==> config.mk <==
export PLATFORM = sky130hd
export DESIGN_NAME = poly_voice_synth
export DESIGN_NICKNAME = d
export VERILOG_FILES = /design/src/rtl/audio_pkg.sv /design/src/rtl/voice_env.sv /design/src/rtl/poly_voice_synth.sv
export SDC_FILE = /design/constraint.sdc
export NUM_CORES = 1
export LEC_CHECK = 0
export CAP_MARGIN = 20
export CORE_UTILIZATION = 50
export CTS_CLUSTER_SIZE = 25
export DETAILED_ROUTE_END_ITERATION = 8
export PLACE_DENSITY = 0.67
export SLEW_MARGIN = 30
export SYNTH_ARGS = -nofsm -noshare
export SYNTH_HDL_FRONTEND = slang
export SYNTH_SLANG_ARGS = --single-unit
export TNS_END_PERCENT = 10
==> constraint.sdc <==
create_clock -name clk -period 10.4 [get_ports clk]
set_input_delay 2.08 -clock clk [delete_from_list [all_inputs] [get_ports clk]]
set_output_delay 2.08 -clock clk [all_outputs]
set_load 0.03 [all_outputs]
==> src/rtl/audio_pkg.sv <==
// rtl/audio_pkg.sv - shared wave/config constants, scan states and increment helper for poly_voice_synth
package audio_pkg;

    localparam logic [1:0] WAVE_SAW   = 2'd0;
    localparam logic [1:0] WAVE_SQR   = 2'd1;
    localparam logic [1:0] WAVE_TRI   = 2'd2;
    localparam logic [1:0] WAVE_NOISE = 2'd3;

    localparam logic [1:0] CFG_INC  = 2'd0;
    localparam logic [1:0] CFG_WAVE = 2'd1;
    localparam logic [1:0] CFG_ATK  = 2'd2;
    localparam logic [1:0] CFG_REL  = 2'd3;

    localparam int SAMPLE_RATE_HZ = 31250;

    typedef enum logic [1:0] {
        ST_IDLE = 2'd0,
        ST_SCAN = 2'd1,
        ST_MIX  = 2'd2
    } scan_state_t;

    // Phase increment for a tone of hz at the fixed sample rate; clamps to the 16-bit register range.
    function automatic logic [15:0] calc_increment(input int unsigned hz, input int unsigned phase_width);
        logic [63:0] num;
        logic [63:0] quo;
        num = 64'(hz) << phase_width;
        quo = num / 64'(SAMPLE_RATE_HZ);
        if (quo > 64'd65535) begin
            return 16'hFFFF;
        end
        return quo[15:0];
    endfunction

endpackage

==> src/rtl/voice_env.sv <==
// rtl/voice_env.sv - one saturating linear attack/release step of a 16-bit envelope
module voice_env (
    input  logic [15:0] env,
    input  logic        gate,
    input  logic [7:0]  attack,
    input  logic [7:0]  rel,
    output logic [15:0] env_next
);

    logic [16:0] rise;
    logic [16:0] fall;

    // Rates are scaled by 256; a carry or borrow out of bit 15 clamps to the rail, rate 0 holds.
    always_comb begin
        rise = {1'b0, env} + {1'b0, attack, 8'h00};
        fall = {1'b0, env} - {1'b0, rel, 8'h00};
        env_next = env;
        if (gate) begin
            env_next = rise[16] ? 16'hFFFF : rise[15:0];
        end else begin
            env_next = fall[16] ? 16'h0000 : fall[15:0];
        end
    end

endmodule

==> src/rtl/poly_voice_synth.sv <==
// rtl/poly_voice_synth.sv - N-voice scanned oscillator/envelope/mixer; noise wave enabled by POLY_NOISE_EN
module poly_voice_synth
    import audio_pkg::*;
#(
    parameter int VOICES      = 4,
    parameter int BITDEPTH    = 14,
    parameter int BITFRACTION = 6,
    parameter int MIX_SHIFT   = 2
) (
    input  logic                       clk,
    input  logic                       rst,
    input  logic                       sample_tick,
    input  logic [VOICES-1:0]          gate,
    input  logic                       cfg_we,
    input  logic [$clog2(VOICES)-1:0]  cfg_voice,
    input  logic [1:0]                 cfg_addr,
    input  logic [15:0]                cfg_wdata,
    output logic [BITDEPTH-1:0]        pcm,
    output logic                       pcm_valid,
    output logic                       busy,
    output logic                       overrun
);

    localparam int PW = BITDEPTH + BITFRACTION;
    localparam int VW = $clog2(VOICES);
    localparam int AW = BITDEPTH + VW;

    localparam logic signed [AW-1:0] SAT_MAX = {{(VW+1){1'b0}}, {(BITDEPTH-1){1'b1}}};
    localparam logic signed [AW-1:0] SAT_MIN = {{(VW+1){1'b1}}, {(BITDEPTH-1){1'b0}}};

    logic [15:0]         inc_r   [VOICES];
    logic [1:0]          wave_r  [VOICES];
    logic [7:0]          atk_r   [VOICES];
    logic [7:0]          rel_r   [VOICES];
    logic [PW-1:0]       phase_r [VOICES];
    logic [15:0]         env_r   [VOICES];

    scan_state_t         state_r;
    scan_state_t         state_n;
    logic                start_scan;
    logic                scan_en;
    logic [VW-1:0]       scan_idx;
    logic                last_voice;
    logic signed [AW-1:0] acc_r;
    logic signed [AW-1:0] acc_next;

    logic [PW-1:0]       cur_phase;
    logic [15:0]         cur_inc;
    logic [1:0]          cur_wave;
    logic [7:0]          cur_atk;
    logic [7:0]          cur_rel;
    logic [15:0]         cur_env;
    logic                cur_gate;
    logic [15:0]         env_next;

    logic [BITDEPTH-1:0] tri_base;
    logic [BITDEPTH-1:0] wave_w;
    logic [BITDEPTH-1:0] noise_w;
    logic signed [BITDEPTH+8:0] centred_x;
    logic signed [BITDEPTH+8:0] level_x;
    logic signed [BITDEPTH+8:0] prod;
    logic signed [AW-1:0] voice_s;
    logic signed [AW-1:0] mixed;
    logic [BITDEPTH-1:0] sat;
    logic [BITDEPTH-1:0] pcm_next;
    logic                unused_bits;

    assign last_voice = (scan_idx == VW'(VOICES - 1));

    assign cur_phase = phase_r[scan_idx];
    assign cur_inc   = inc_r[scan_idx];
    assign cur_wave  = wave_r[scan_idx];
    assign cur_atk   = atk_r[scan_idx];
    assign cur_rel   = rel_r[scan_idx];
    assign cur_env   = env_r[scan_idx];
    assign cur_gate  = gate[scan_idx];

`ifdef POLY_NOISE_EN
    logic [15:0]            lfsr_r;
    logic [BITDEPTH+15:0]   noise_pad;

    // Fibonacci LFSR (taps 16,14,13,11) stepped once per finished sample.
    always_ff @(posedge clk or negedge rst) begin
        if (!rst) begin
            lfsr_r <= 16'hACE1;
        end else if (state_r == ST_MIX) begin
            lfsr_r <= {lfsr_r[14:0], lfsr_r[15] ^ lfsr_r[13] ^ lfsr_r[12] ^ lfsr_r[10]};
        end
    end

    assign noise_pad   = {lfsr_r, {BITDEPTH{1'b0}}};
    assign noise_w     = noise_pad[BITDEPTH+15 -: BITDEPTH];
    assign unused_bits = ^{noise_pad[15:0], prod[7:0], prod[BITDEPTH+8]};
`else
    assign noise_w     = {1'b1, {(BITDEPTH-1){1'b0}}};
    assign unused_bits = ^{prod[7:0], prod[BITDEPTH+8]};
`endif

    // Shared envelope step for whichever voice is being scanned.
    voice_env u_env (
        .env      (cur_env),
        .gate     (cur_gate),
        .attack   (cur_atk),
        .rel      (cur_rel),
        .env_next (env_next)
    );

    // Waveform select from the pre-update phase of the scanned voice.
    always_comb begin
        tri_base = {cur_phase[PW-2 -: BITDEPTH-1], 1'b0};
        wave_w   = '0;
        case (cur_wave)
            WAVE_SAW: wave_w = cur_phase[PW-1 -: BITDEPTH];
            WAVE_SQR: wave_w = {BITDEPTH{cur_phase[PW-1]}};
            WAVE_TRI: wave_w = cur_phase[PW-1] ? ~tri_base : tri_base;
            default:  wave_w = noise_w;
        endcase
    end

    // Centre the wave, scale by the envelope's top byte and accumulate; the result fits BITDEPTH bits.
    always_comb begin
        centred_x = {{9{~wave_w[BITDEPTH-1]}}, ~wave_w[BITDEPTH-1], wave_w[BITDEPTH-2:0]};
        level_x   = {{(BITDEPTH+1){1'b0}}, cur_env[15:8]};
        prod      = centred_x * level_x;
        voice_s   = {{VW{prod[BITDEPTH+7]}}, prod[BITDEPTH+7:8]};
        acc_next  = acc_r + voice_s;
    end

    // Mix: shift, clamp to the signed PCM range and move to offset binary.
    always_comb begin
        mixed = acc_next >>> MIX_SHIFT;
        if (mixed > SAT_MAX) begin
            sat = SAT_MAX[BITDEPTH-1:0];
        end else if (mixed < SAT_MIN) begin
            sat = SAT_MIN[BITDEPTH-1:0];
        end else begin
            sat = mixed[BITDEPTH-1:0];
        end
        pcm_next = {~sat[BITDEPTH-1], sat[BITDEPTH-2:0]};
    end

    // Scan state register.
    always_ff @(posedge clk or negedge rst) begin
        if (!rst) begin
            state_r <= ST_IDLE;
        end else begin
            state_r <= state_n;
        end
    end

    // Next-state decode and scan controls; busy/pcm_valid are decodes of the registered state.
    always_comb begin
        state_n    = state_r;
        start_scan = 1'b0;
        scan_en    = 1'b0;
        busy       = 1'b1;
        pcm_valid  = 1'b0;
        case (state_r)
            ST_IDLE: begin
                busy = 1'b0;
                if (sample_tick) begin
                    state_n    = ST_SCAN;
                    start_scan = 1'b1;
                end
            end
            ST_SCAN: begin
                scan_en = 1'b1;
                if (last_voice) begin
                    state_n = ST_MIX;
                end
            end
            ST_MIX: begin
                pcm_valid = 1'b1;
                state_n   = ST_IDLE;
            end
            default: begin
                busy    = 1'b0;
                state_n = ST_IDLE;
            end
        endcase
    end

    // Per-voice phase/envelope update and accumulation; pcm is captured with the last voice so it is current during MIX.
    always_ff @(posedge clk or negedge rst) begin
        if (!rst) begin
            acc_r    <= '0;
            scan_idx <= '0;
            pcm      <= {1'b1, {(BITDEPTH-1){1'b0}}};
            for (int i = 0; i < VOICES; i++) begin
                phase_r[i] <= '0;
                env_r[i]   <= '0;
            end
        end else if (start_scan) begin
            acc_r    <= '0;
            scan_idx <= '0;
        end else if (scan_en) begin
            acc_r             <= acc_next;
            scan_idx          <= last_voice ? '0 : scan_idx + 1'b1;
            phase_r[scan_idx] <= cur_phase + PW'(cur_inc);
            env_r[scan_idx]   <= env_next;
            if (last_voice) begin
                pcm <= pcm_next;
            end
        end
    end

    // Config register file; the scan reads the old contents during a same-cycle write.
    always_ff @(posedge clk or negedge rst) begin
        if (!rst) begin
            for (int i = 0; i < VOICES; i++) begin
                inc_r[i]  <= '0;
                wave_r[i] <= '0;
                atk_r[i]  <= '0;
                rel_r[i]  <= '0;
            end
        end else if (cfg_we && (32'(cfg_voice) < VOICES)) begin
            case (cfg_addr)
                CFG_INC:  inc_r[cfg_voice]  <= cfg_wdata;
                CFG_WAVE: wave_r[cfg_voice] <= cfg_wdata[1:0];
                CFG_ATK:  atk_r[cfg_voice]  <= cfg_wdata[7:0];
                default:  rel_r[cfg_voice]  <= cfg_wdata[7:0];
            endcase
        end
    end

    // Sticky flag for sample ticks that land on an active scan.
    always_ff @(posedge clk or negedge rst) begin
        if (!rst) begin
            overrun <= 1'b0;
        end else if (sample_tick && (state_r != ST_IDLE)) begin
            overrun <= 1'b1;
        end
    end

endmodule

==> impl_results.md <==
* Status: complete, no violations
* Commonest non-fill, non-tap cells in the layout: nand2_1, dfrtp_1, inv_1
* Number of global-route vias before repair at 13800
* Final hold vios at 0
* Number of CTS-inserted buffers at 31
* Clk buf depth at 3
* Crit end category: flop
* Yosys warning count at 0
* Via/cell ratio at 5.65
* Syn_area_per_cell at 10.5 um^2
* Antenna-violating nets left at 0
* Sequential area share after synthesis at 37.5%
* Final global-route overflow total at 0
* R2r endpoint: pcm[13]
* Fin crit share at 86.0%
* Syn_nets at 2010
* Core area at 36900 um^2
* Reg2Reg Setup Slack at 1450 ps
* Iter 0 DRT Violations at 855
* Post-DP HPWL at 31000 um
* First-pass GRT wire length at 72400 um
* Pins Over Slew Limit at 0
* TritonCTS clock tree: built
* Tmin final at 8950 ps
* Commonest non-fill, non-tap cell in the layout: nand2_1
* Initial antenna violation count at 0
* Die ar. at 38500 um^2
* DRT Wirelength at 43200 um
* Drt drc at 0
* Starting Density at 51.2%
* Placement Rows at 70
* Max transition margin at 35.5%
* Crit path largest cell delay at 740 ps
* Synthesis-stage register bit count at 283
* Post-synth EDFFs at 0
* Die W at 196 um
* Clock-pin slew on the worst setup and hold paths at 60 ps
* Nets at 2027
* Startpoint types: flop
* Worst-Margin Slew at 967 ps
* Crit path kind: flop to flop
* HP Class: flop to flop
* Die span in y at 196 um
* CTS resizes at 0
* IO Pins at 45
* Final clock skew at 23.0 ps
* Reg2Reg Launch Point: scan_idx[0]
* Share of cells above drive strength 1 at 16.0%
* Area growth, synth to finish at 10.4%
* Post-Route Setup TNS at 0 ps
* Hold path endpoint: overrun
* WP data required at 10900 ps
* CTS root buffer: clkbuf_16
* Setup violations, final at 0
* Total global-route track usage at 23.5%
* Ys flop type: dfrtp_1
* Vias at 13200
* Clock sink total at 283
* Clk Latency, worst-skew pair at 590 ps
* Max Freq at 112 MHz
* IO buf count at 44
* CP max FO at 26
* Post-Syn Area at 18900 um^2
* MaxCap Viol Count at 0
* Critical Path AT at 9440 ps
* Slowest cell on the critical path: dfrtp_4
* Hold path cells at 1
* Synth unique cells at 70
* Reg2reg path depth at 31
* Largest net degree at the start of global routing at 88
* Synthesized instance count at 1797
* Drt wl/cell at 18.4 um
* Async SR Flop Fraction at 100%
* Final RePlAce weighted congestion at 0.875
* Diodes inserted at 0
* DRT Pass-1 Iters at 6
* Hold Path Origin: overrun
* RSZ-0062 raised after global routing: false
* Htree depth at 1
* Post-CTS setup buffer count at 0
* CTS hold repair buffers at 0
-- sequential cells by signal (all words and copies together) (netlist names) --
register / cells
atk_r: 32
inc_r: 64
scan_idx: 2
wave_r: 8
rel_r: 32
env_r: 32
overrun: 1
pcm: 14
acc_r: 16
state_r: 2
phase_r: 80
-- worst max path at each step --
stage                    to        start
global placement    pcm[13]  scan_idx[0]
detailed placement  pcm[13]  scan_idx[0]
global route        pcm[13]  scan_idx[0]
floorplan           pcm[13]  scan_idx[1]
CTS                 pcm[13]  scan_idx[0]
finish              pcm[13]  scan_idx[0]
-- critical path: cells and delay by family (launching register included) --
kind	cells	cell delay, ps
compound gates	11	2760
fa+ha+maj	6	2630
buf+inv	6	1160
simple gates	5	910
flops	1	740
xor+xnor	2	390
mux	1	260
-- cells by family (layout without fill, tap and decap cells) --
logic type      after synthesis  count (layout)  share of synthesized area [%]
flops                       283             283                           37.5
compound gates              289             289                           10.0
simple gates                502             502                           11.6
fa+ha+maj                   185             185                           15.9
buf+inv                     259             300                           5.33
mux                         221             221                           16.7
xor+xnor                     58              58                           2.85
-- metal layers --
metal	global-route usage [%]	part of all wire, %
met1	32.8	45
met2	39.7	48
met3	2.42	4.7
met4	5.58	2.0
met5	0	0
-- synth_stat cells (16+ instances only) --
cell type	number	share of area (%)
nand2_1	288	5.7
dfrtp_1	282	37
inv_1	177	3.5
mux2_2	154	9.2
ha_1	94	6.2
nor2_1	92	1.8
fa_1	91	9.7
o21ai_0	87	2.3
clkbuf_1	63	1.3
a21oi_1	51	1.4
mux4_2	51	6.1
xnor2_1	37	1.7
and2_1	24	0.80
nand2b_1	21	0.70
a21o_1	20	0.80
nand3_1	18	0.48
xor2_1	18	0.84
nor3_1	16	0.42
-- cell type report --
class / count / area [um^2]
fill: 3148 / 16100
multi-input combinational: 1255 / 10800
sequential: 283 / 7090
clock buffer: 46 / 922
inverter: 180 / 676
tap: 504 / 631
timing repair buffer: 63 / 592
clock inverter: 11 / 135
-- per-stage QoR --
| step | worst slack (ps) | hold slack [ps] | cell area (um^2) | instances | util, % |
|---|---|---|---|---|---|
| floorplan | 2340 | 437 | 18900 | 1797 | - |
| global placement | 1620 | 441 | 19800 | 2285 | 53.6 |
| detailed placement | 1410 | 448 | 19800 | 2285 | 53.6 |
| CTS | 1380 | 461 | 20800 | 2342 | 56.5 |
| global route | 605 | 483 | 20800 | 2342 | 56.5 |
| finish | 1450 | 459 | 20800 | 2342 | 56.5 |
Power is not shown: default switching activity piles up to over one toggle a cycle in this logic, so the estimate is an artifact.
